`config.mk`:
```
export PLATFORM = sky130hd
export DESIGN_NAME = rtl_dma32_copy_ctrl
export DESIGN_NICKNAME = d
export VERILOG_FILES = /design/src/rtl/rtl_dma32_pkg.sv /design/src/rtl/rtl_dma32_fifo.sv /design/src/rtl/rtl_dma32_copy_ctrl.sv
export SDC_FILE = /design/constraint.sdc
export NUM_CORES = 1
export LEC_CHECK = 0
export CELL_PAD_IN_SITES_DETAIL_PLACEMENT = 0
export CELL_PAD_IN_SITES_GLOBAL_PLACEMENT = 1
export CORE_MARGIN = 8
export CORE_UTILIZATION = 40
export DETAILED_ROUTE_END_ITERATION = 10
export GPL_ROUTABILITY_DRIVEN = 1
export PLACE_DENSITY_LB_ADDON = 0.1
export SYNTH_ARGS = -nofsm -noshare
export SYNTH_HDL_FRONTEND = slang
export SYNTH_SLANG_ARGS = --single-unit
```
`constraint.sdc`:
```
create_clock -name clk -period 11.9 [get_ports clk]
set_input_delay 2.38 -clock clk [delete_from_list [all_inputs] [get_ports clk]]
set_output_delay 2.38 -clock clk [all_outputs]
set_load 0.05 [all_outputs]
```
`src/rtl/rtl_dma32_pkg.sv`:
```
// Shared types and constants for the 32-bit DMA copy controller.
package rtl_dma32_pkg;

    localparam int         DMA_W         = 32;
    localparam logic [2:0] DMA_SIZE_WORD = 3'b010;

    typedef enum logic [2:0] {
        IDLE    = 3'd0,
        RD_REQ  = 3'd1,
        RD_DATA = 3'd2,
        WR_REQ  = 3'd3,
        WR_DATA = 3'd4,
        DONE    = 3'd5
    } state_t;

    // Burst length for the next chunk: the words still to copy, capped at chunk.
    function automatic logic [8:0] chunk_len(input logic [31:0] remaining, input int chunk);
        if (remaining >= 32'(chunk)) begin
            return 9'(chunk);
        end
        return remaining[8:0];
    endfunction

endpackage

```
`src/rtl/rtl_dma32_fifo.sv`:
```
// Single-clock first-word-fall-through FIFO staging one DMA chunk.
module rtl_dma32_fifo #(
    parameter int WIDTH = 32,
    parameter int DEPTH = 16
) (
    input  logic             clk,
    input  logic             rst,
    input  logic             push,
    input  logic             pop,
    input  logic [WIDTH-1:0] din,
    output logic             full,
    output logic             empty,
    output logic [WIDTH-1:0] head
);
    localparam int AW = (DEPTH > 1) ? $clog2(DEPTH) : 1;

    logic [WIDTH-1:0] mem [DEPTH];
    logic [AW:0]      wr_ptr_reg;
    logic [AW:0]      rd_ptr_reg;

    // Pointer update; reset empties the FIFO without touching storage.
    always_ff @(posedge clk or negedge rst) begin
        if (!rst) begin
            wr_ptr_reg <= '0;
            rd_ptr_reg <= '0;
        end else begin
            if (push && !full) begin
                wr_ptr_reg <= wr_ptr_reg + 1'b1;
            end
            if (pop && !empty) begin
                rd_ptr_reg <= rd_ptr_reg + 1'b1;
            end
        end
    end

    // Storage write; no reset so the array maps onto plain memory.
    always_ff @(posedge clk) begin
        if (push && !full) begin
            mem[wr_ptr_reg[AW-1:0]] <= din;
        end
    end

    assign empty = (wr_ptr_reg == rd_ptr_reg);
    assign full  = (wr_ptr_reg[AW] != rd_ptr_reg[AW]) &&
                   (wr_ptr_reg[AW-1:0] == rd_ptr_reg[AW-1:0]);
    assign head  = mem[rd_ptr_reg[AW-1:0]];

endmodule

```
`src/rtl/rtl_dma32_copy_ctrl.sv`:
```
// DMA sequencer: copies size words from index 0 to index size in chunks.
module rtl_dma32_copy_ctrl
    import rtl_dma32_pkg::*;
#(
    parameter int CHUNK = 16
) (
    input  logic        clk,
    input  logic        rst,
    input  logic [31:0] conf_info_size,
    input  logic        conf_done,
    output logic        dma_read_ctrl_valid,
    input  logic        dma_read_ctrl_ready,
    output logic [31:0] dma_read_ctrl_data_index,
    output logic [31:0] dma_read_ctrl_data_length,
    output logic [2:0]  dma_read_ctrl_data_size,
    input  logic        dma_read_chnl_valid,
    output logic        dma_read_chnl_ready,
    input  logic [31:0] dma_read_chnl_data,
    output logic        dma_write_ctrl_valid,
    input  logic        dma_write_ctrl_ready,
    output logic [31:0] dma_write_ctrl_data_index,
    output logic [31:0] dma_write_ctrl_data_length,
    output logic [2:0]  dma_write_ctrl_data_size,
    output logic        dma_write_chnl_valid,
    input  logic        dma_write_chnl_ready,
    output logic [31:0] dma_write_chnl_data,
    output logic        acc_done,
    output logic [31:0] debug
);
    state_t      state_reg, state_next;
    logic        conf_d_reg, conf_dd_reg;
    logic [31:0] size_reg, offset_reg, debug_reg;
    logic [8:0]  rd_cnt_reg, wr_cnt_reg;
    logic [8:0]  len;
    logic        start_edge;
    logic        fifo_push, fifo_pop, fifo_full, fifo_empty;
    logic [31:0] fifo_head;

    assign start_edge = conf_d_reg && !conf_dd_reg;
    assign len        = chunk_len(size_reg - offset_reg, CHUNK);
    assign fifo_push  = dma_read_chnl_valid && dma_read_chnl_ready;
    assign fifo_pop   = dma_write_chnl_valid && dma_write_chnl_ready;

    rtl_dma32_fifo #(.WIDTH(DMA_W), .DEPTH(CHUNK)) u_fifo (
        .clk   (clk),
        .rst   (rst),
        .push  (fifo_push),
        .pop   (fifo_pop),
        .din   (dma_read_chnl_data),
        .full  (fifo_full),
        .empty (fifo_empty),
        .head  (fifo_head)
    );

    // State register.
    always_ff @(posedge clk or negedge rst) begin
        if (!rst) begin
            state_reg <= IDLE;
        end else begin
            state_reg <= state_next;
        end
    end

    // Next-state and handshake decode.
    always_comb begin
        state_next           = state_reg;
        dma_read_ctrl_valid  = 1'b0;
        dma_read_chnl_ready  = 1'b0;
        dma_write_ctrl_valid = 1'b0;
        dma_write_chnl_valid = 1'b0;
        acc_done             = 1'b0;
        case (state_reg)
            IDLE: begin
                if (start_edge) begin
                    state_next = (conf_info_size == 32'd0) ? DONE : RD_REQ;
                end
            end
            RD_REQ: begin
                dma_read_ctrl_valid = 1'b1;
                if (dma_read_ctrl_ready) state_next = RD_DATA;
            end
            RD_DATA: begin
                dma_read_chnl_ready = (rd_cnt_reg < len) && !fifo_full;
                if (rd_cnt_reg == len) state_next = WR_REQ;
            end
            WR_REQ: begin
                dma_write_ctrl_valid = 1'b1;
                if (dma_write_ctrl_ready) state_next = WR_DATA;
            end
            WR_DATA: begin
                dma_write_chnl_valid = !fifo_empty && (wr_cnt_reg < len);
                if (wr_cnt_reg == len) begin
                    state_next = (offset_reg + {23'd0, len} == size_reg) ? DONE : RD_REQ;
                end
            end
            DONE: begin
                acc_done   = 1'b1;
                state_next = IDLE;
            end
            default: state_next = IDLE;
        endcase
    end

    // Run bookkeeping: start detection, offsets, beat counters and word count.
    always_ff @(posedge clk or negedge rst) begin
        if (!rst) begin
            conf_d_reg  <= 1'b0;
            conf_dd_reg <= 1'b0;
            size_reg    <= '0;
            offset_reg  <= '0;
            debug_reg   <= '0;
            rd_cnt_reg  <= '0;
            wr_cnt_reg  <= '0;
        end else begin
            conf_d_reg  <= conf_done;
            conf_dd_reg <= conf_d_reg;
            if (state_reg == IDLE && start_edge) begin
                size_reg   <= conf_info_size;
                offset_reg <= '0;
                debug_reg  <= '0;
            end
            if (state_reg == RD_REQ) begin
                rd_cnt_reg <= '0;
                wr_cnt_reg <= '0;
            end
            if (fifo_push) rd_cnt_reg <= rd_cnt_reg + 1'b1;
            if (fifo_pop) begin
                wr_cnt_reg <= wr_cnt_reg + 1'b1;
                debug_reg  <= debug_reg + 1'b1;
            end
            if (state_reg == WR_DATA && wr_cnt_reg == len) begin
                offset_reg <= offset_reg + {23'd0, len};
            end
        end
    end

    // Index/length/data are forced to zero whenever their valid is low.
    assign dma_read_ctrl_data_index   = dma_read_ctrl_valid  ? offset_reg : 32'd0;
    assign dma_read_ctrl_data_length  = dma_read_ctrl_valid  ? {23'd0, len} : 32'd0;
    assign dma_write_ctrl_data_index  = dma_write_ctrl_valid ? (size_reg + offset_reg) : 32'd0;
    assign dma_write_ctrl_data_length = dma_write_ctrl_valid ? {23'd0, len} : 32'd0;
    assign dma_write_chnl_data        = dma_write_chnl_valid ? fifo_head : 32'd0;
    assign dma_read_ctrl_data_size    = DMA_SIZE_WORD;
    assign dma_write_ctrl_data_size   = DMA_SIZE_WORD;
    assign debug                      = debug_reg;

endmodule
```
## After elaboration in Yosys (flattened, before gate mapping)

Memories as Yosys holds them, arrays and structs flattened.
Cells that the tools add are included.

| cells by class | value |
|---|---|
| add/subtract/negate cells | 8 |
| mux-type cells | 29 |
| magnitude comparators | 3 |
| reduce and logical (&&, ||, !) cells | 20 |
| equality and inequality tests | 16 |

Operators with widths:

| operator | number |
|---|---|
| 2-to-1 mux 32 bit | 6 |
| 2-to-1 mux 9 bit | 7 |
| adder 32 x 1 -> 32 bit, second input constant | 1 |
| adder 32 bit | 1 |
| adder 32 x 9 -> 32 bit | 1 |
| == test 32 bit | 1 |
| >= comparator 32 x 5 -> 1 bit, second input constant | 1 |
| logical NOT 32 bit | 1 |
| subtractor 32 bit | 1 |
| 2-to-1 mux 3 bit | 7 |
| adder 9 x 1 -> 9 bit, second input constant | 2 |
| == test 9 bit | 2 |
| less-than comparator 9 bit | 2 |
| case mux 3 bit (5 select lines) | 1 |
| adder 5 x 1 -> 5 bit, second input constant | 2 |
| logical AND 1 bit | 10 |
| inequality test 2 bit, second input constant | 5 |
| 2-to-1 mux 1 bit | 8 |
| nonzero test 2 bit | 4 |
| == test 3 x 2 -> 1 bit, second input constant | 2 |
| == test 3 bit, second input constant | 2 |
| == test 5 bit | 1 |
| AND reduction 5 bit | 1 |
| == test 4 bit | 1 |
| 4 further kinds | 6 |

| storage, ports and cells | value |
|---|---|
| logic and storage cells | 87 |
| output and inout bits | 203 |
| memories | 1 |
| bits in writable memories | 512 |
| register bits | 129 |

Memories:

| memory | words | bits a word | rd ports | clocked after Yosys merged registers in | wr ports | RTL line | RTL |
|---|---|---|---|---|---|---|---|
| u_fifo.mem | 16 | 32 | 1 | 0 | 1 | rtl_dma32_fifo.sv:17 | `logic [WIDTH-1:0] mem [DEPTH];` |

## Depth between registers and ports, before layout

| logic depth | value |
|---|---|
| depth after elaboration | 11 |
| mapped depth | 29 |
| mapped depth without buffers | 26 |

## Cells and area by module

From an unflattened synthesis, not the netlist that was laid out.

| second synthesis, totals | value |
|---|---|
| cells, all modules | 2418 |
| area total of the unflattened synthesis | 31836.8 um2 |

Modules (own cells, without submodules):

| module | area each (um2) | times used | cells each |
|---|---|---|---|
| rtl_dma32_fifo | 19946.6 | 1 | 862 |
| rtl_dma32_copy_ctrl | 11890.2 | 1 | 1556 |

## Least setup slack after synthesis

Ideal clock, no wire load.

| timing | value |
|---|---|
| path type | reg2reg |
| start | register offset_reg[9] |
| end | memory u_fifo.mem[1][0] (enable) |
| data arrival time | 7489 ps |
| path slack | 3950 ps |
| cell stages (with the launch flop) | 27 |
| path buffers | 4 |
| clock period less this slack | 7950 ps |
| cells stage by stage | dfrtp_1 clkbuf_1 inv_1 ha_1 clkbuf_1 a211o_1 a21oi_1 o221ai_1 a31o_2 a21boi_1 o311ai_1 xor2_1 nor4_1 nand4_1 or2_2 ha_1 nor2b_1 o21a_1 o21a_1 o21a_1 o21a_1 o21bai_1 and3_1 clkbuf_1 clkbuf_1 nand2_1 nor3_1 |

| on the way | value |
|---|---|
| word-level cells in the longest chain between the ends | 11 |

Ends and longest elaborated chain:

| element | RTL line | RTL |
|---|---|---|
| start, declared | rtl_dma32_copy_ctrl.sv:32 | `logic [31:0] size_reg, offset_reg, debug_reg;` |
| start signal, assigned | rtl_dma32_copy_ctrl.sv:132 | `offset_reg <= offset_reg + {23'd0, len};` |
| subtractor 32 bit | rtl_dma32_copy_ctrl.sv:40 | `assign len = chunk_len(size_reg - offset_reg, CHUNK);` |
| >= comparator 32 x 5 -> 1 bit | rtl_dma32_pkg.sv:18 | `if (remaining >= 32'(chunk)) begin` |
| 2-to-1 mux 1 bit | rtl_dma32_pkg.sv:18 |  |
| 2-to-1 mux 9 bit | rtl_dma32_pkg.sv:21 | `return remaining[8:0];` |
| less-than comparator 9 bit | rtl_dma32_copy_ctrl.sv:83 | `dma_read_chnl_ready = (rd_cnt_reg < len) && !fifo_full;` |
| logical AND 1 bit | rtl_dma32_copy_ctrl.sv:83 |  |
| 2-to-1 mux 1 bit | rtl_dma32_copy_ctrl.sv:72 | `case (state_reg)` |
| logical AND 1 bit | rtl_dma32_copy_ctrl.sv:41 | `assign fifo_push = dma_read_chnl_valid && dma_read_chnl_ready;` |
| logical AND 1 bit | rtl_dma32_fifo.sv:38 | `if (push && !full) begin` |
| 2-to-1 mux 1 bit | rtl_dma32_fifo.sv:38 |  |
| 2-to-1 mux 1 bit (not written as such) | rtl_dma32_fifo.sv:39 | `mem[wr_ptr_reg[AW-1:0]] <= din;` |
| end, declared | rtl_dma32_fifo.sv:17 |  |

Every way passes these cells.

## Final worst setup path

| timing | value |
|---|---|
| start | register offset_reg[1] |
| end | output dma_write_chnl_data[15] |

| on the way | value |
|---|---|
| word-level cells in the longest chain between the ends | 8 |

Ends and longest elaborated chain:

| element | RTL line | RTL |
|---|---|---|
| subtractor 32 bit (*) | rtl_dma32_copy_ctrl.sv:40 |  |
| >= comparator 32 x 5 -> 1 bit | rtl_dma32_pkg.sv:18 |  |
| 2-to-1 mux 1 bit | rtl_dma32_pkg.sv:18 |  |
| 2-to-1 mux 9 bit (*) | rtl_dma32_pkg.sv:21 |  |
| less-than comparator 9 bit (*) | rtl_dma32_copy_ctrl.sv:91 | `dma_write_chnl_valid = !fifo_empty && (wr_cnt_reg < len);` |
| logical AND 1 bit (*) | rtl_dma32_copy_ctrl.sv:91 |  |
| 2-to-1 mux 1 bit (*) | rtl_dma32_copy_ctrl.sv:72 |  |
| 2-to-1 mux 32 bit (*) | rtl_dma32_copy_ctrl.sv:142 | `assign dma_write_chnl_data = dma_write_chnl_valid ? fifo_head : 32'd0;` |
| end, declared | rtl_dma32_copy_ctrl.sv:26 | `output logic [31:0] dma_write_chnl_data,` |

Mark *: on every way between the ends. The rest lies on a longest branch, timed or not.

==> results.txt <==
At the worst endpoint, the required time is 9.52 ns. Setup violations remaining at the end of the flow were counted as 0. The first routing iteration left 1317 violations. The die area was 87400 um^2. For this run, the leading register cell type out of synthesis is sky130_fd_sc_hd__edfxtp_1. Upper clock frequency limit: 0.102 GHz. The kind of critical path was register to output port.

The count of nets left with antenna violations once routing finished came out at 0. Once placement finished, the instance area stood at 34500 um^2. The run gives 0 as the max-cap check violation count.

The clock passes through at most 3 buffers. For this run, the detailed router's first-pass iteration total came to 8. For this block, the via count after detailed routing is 20000. Synthesis-to-layout area growth: 17.3%. After detailed routing, the average wire length per cell comes to 25.1 um. The mean instance size in the synthesized netlist works out to 13.5 um^2. The routed design has 91100 um of wire. The most common cell after layout, fill and taps aside was sky130_fd_sc_hd__edfxtp_1.

With fillers left out, the area of the finished cells amounts to 36700 um^2. The fraction of the yosys area taken by sequential cells was 0.595; the die width was 296 um. The number of sinks on the clock net was 641. The count of port buffers added during placement is 213, and the vertical die dimension is 296 um. Root buffer selected by CTS: sky130_fd_sc_hd__clkbuf_16. The finished layout holds 3632 standard cells, fillers aside. Fill cells in the final layout number 6938.

Clock-pin slew was measured on the worst setup and hold paths at 0.06 ns. The tools report the core area as 77500 um^2. The async set-reset flop share out of synthesis came out at 0.201.

The sum of negative setup slack was 0 ns; the critical-path maximum fanout was 35. In this run, CTS created clock tree buffers numbering 72. The via count of the first global-routing pass came out at 20700.

Once the clock tree was built, the setup fixing pass inserted 0 buffers. The hold buffer count at cts came out at 0. Global-route usage over all layers: 0.205. At the end of the flow, the number of nets in the layout was 2709. The run gives 0 as the final hold violation count. The final critical-path share of the clock period is 0.827. The post-synthesis instance area was 31300 um^2; the worst-case vdd ir drop was 0.128 mV. The gate count after technology mapping was 2325.

Summed over all nets, the half-perimeter wirelength after detailed placement is 60000 um. For the worst-skew pair, the clock arrives at the later sink with an insertion delay of 0.62 ns. The floorplan has 102 rows.

The weighted congestion reported at the end of routability-driven placement is 0.936. For the worst setup path, the data arrival time is 7.46 ns. Number of enable-type register cells in the synthesized netlist: 512. For this design the static power due to leakage is 12.9 nW.

Including well taps, the total number of placed cells is 3504. The flow ran to the end, and the final reports show no timing, DRC or antenna violations. The share of final-layout standard cells stronger than drive strength 1 is 0.131, and the number of warnings printed during yosys synthesis is 0.

STA classifies the critical path startpoint as a register. On the final layout, the worst clock skew is 0.0534 ns. The number of antenna violations at the first check in global routing is 2. Dividing total power by cell area gives a power density of 206 nW/um^2.

Worst min-delay path class: register to register. CTS built an H-tree with a depth of 3. The final core area utilization came out at 0.474.

Entering global routing, the biggest net connects 80 pins. The register with the most flip-flops in the layout has 512 of them. In the layout the commonest cells are sky130_fd_sc_hd__edfxtp_1 (512), sky130_fd_sc_hd__nand2_1 (223), sky130_fd_sc_hd__clkdlybuf4s50_1 (212). The final-report max-slew violation count was 0.

The initial cell density of the core is 0.404, and the total grt overflow is 0. The overall power is 0.00756 W, and the number of instances resized during post-cts repair is 0. After synthesis the netlist holds a flip-flop and latch count of 641. The number of design rule violations left after detail routing is 0, and the first-pass GRT wire length is 135000 um. The tools report the element type at the critical path end as an output port. Setup repair after global routing left no endpoint under its margin.

The max-slew headroom at the worst pin is 0.302. Via-per-instance ratio: 5.51. Transition at the pin with the smallest max-transition slack: 1.05 ns. The run gives 79 as the number of distinct standard cells referenced by the synthesized netlist.

Number of placed I/O pins: 274. Counting I/O delays and the setup requirement, the final critical path takes 9.84 ns. TritonCTS built the clock tree.
==> synth_stat cells (all sizes together), types with 5 or more instances <==
library cell  instances  area (um^2)
buf                  84          558
nand4                31          209
o2111ai               6         52.6
nor2b                44          275
o21bai               10         75.1
a2111oi               6         60.1
or3                  15         93.8
nand2               223          837
inv                  76          285
nor4                 18          113
mux2i                28          280
a21o                 14          105
nand2b               13         81.3
edfxtp              512        15400
mux4                160         3600
o21ai               141          706
ha                   97         1210
o211ai                8         60.1
o21a                 16          120
and3                 20          125
a21oi                83          415
nor2                163          614
nor3                 40          205
nand3                62          310
dfrtp               129         3230
clkbuf               98          368
and2                 11         68.8
a31oi                12         75.1
xor2                 33          289
xnor2                71          622
o41ai                 5         43.8
or2                  10         62.6
or4                   6         45.0
a21boi                5         37.5
o31ai                16          120
a211oi                6         57.6
==> path summary, 6_finish.rpt <==
check                                          startpoint                        to  slack, ns  cells after the start
worst min register to register       conf_d_reg$_DFF_PN0_     conf_dd_reg$_DFF_PN0_       0.38                      0
max in group asynchronous                             rst  state_reg[0]$_DFFE_PN0P_       8.74                      2
worst min-delay path                 conf_d_reg$_DFF_PN0_     conf_dd_reg$_DFF_PN0_       0.38                      0
worst max-delay path            offset_reg[1]$_DFFE_PN0P_   dma_write_chnl_data[15]       2.06                     22
worst max register to register  offset_reg[1]$_DFFE_PN0P_     debug[21]$_DFFE_PN0P_       3.89                     25
min in group asynchronous                             rst  size_reg[19]$_DFFE_PN0P_       1.84                      1
==> power by group <==
part | internal (W) | switching, W
clock | 0.00118 | 0.000912
combinational | 0.00107 | 0.00161
sequential | 0.00256 | 0.000218
==> cell families (layout without fill, tap and decap cells) <==
logic type | after synthesis | after routing | share of synthesized area
simple gates | 672 | 672 | 0.101
other cells | 2 | 73 | 0.000240
buf+inv | 259 | 455 | 0.0388
fa+ha+maj | 100 | 100 | 0.0407
mux | 189 | 189 | 0.125
compound gates | 358 | 358 | 0.0705
flops | 641 | 641 | 0.595
xor+xnor | 104 | 104 | 0.0291
==> final cells by class <==
class / count / area (um^2) / area share
Sequential cell: 641 / 18600 / 0.507
Multi-Input combinational cell: 1495 / 11900 / 0.323
Timing Repair Buffer: 251 / 2420 / 0.0659
Clock buffer: 92 / 1940 / 0.0528
Tap cell: 1040 / 1300 / 0.0355
Inverter: 77 / 289 / 0.00787
Clock inverter: 35 / 275 / 0.00750
Antenna cell: 1 / 2.50 / 0.0000682
==> per-layer routing <==
layer	share of wire	global-route usage	up-vias
met5	0	0	-
met4	0.033	0.0747	0
met3	0.046	0.0302	171
met2	0.52	0.366	572
met1	0.40	0.252	10200
li1	-	-	9032
==> worst max-delay path: stages (launching register included) <==
cell and delay [ns]:
sky130_fd_sc_hd__dfrtp_1 0.50, sky130_fd_sc_hd__inv_1 0.17, sky130_fd_sc_hd__ha_1 0.31, sky130_fd_sc_hd__nor2b_1 0.14
sky130_fd_sc_hd__o31ai_1 0.40, sky130_fd_sc_hd__a21oi_1 0.24, sky130_fd_sc_hd__a311o_1 0.50, sky130_fd_sc_hd__a31oi_1 0.38
sky130_fd_sc_hd__mux2i_1 0.24, sky130_fd_sc_hd__nand2_1 0.07, sky130_fd_sc_hd__nor4_1 0.30, sky130_fd_sc_hd__nand4_1 0.14
sky130_fd_sc_hd__buf_4 0.24, sky130_fd_sc_hd__or2_2 0.36, sky130_fd_sc_hd__ha_1 0.30, sky130_fd_sc_hd__nor2b_1 0.13
sky130_fd_sc_hd__o21ai_0 0.14, sky130_fd_sc_hd__nand2b_1 0.08, sky130_fd_sc_hd__a2111oi_0 0.72, sky130_fd_sc_hd__o21ai_4 0.09
sky130_fd_sc_hd__buf_4 0.31, sky130_fd_sc_hd__nor2b_1 0.21, sky130_fd_sc_hd__clkdlybuf4s50_1 0.83
==> through the flow <==
step / setup WS, ns / hold slack [ns]
finish: 2.06 / 0.378
floorplan: 3.95 / 0.354
detailed placement: 2.77 / 0.370
global route: 1.55 / 0.400
CTS: 2.05 / 0.383
global placement: 2.88 / 0.368
No activity file was read; power rests on OpenSTA's default activity.
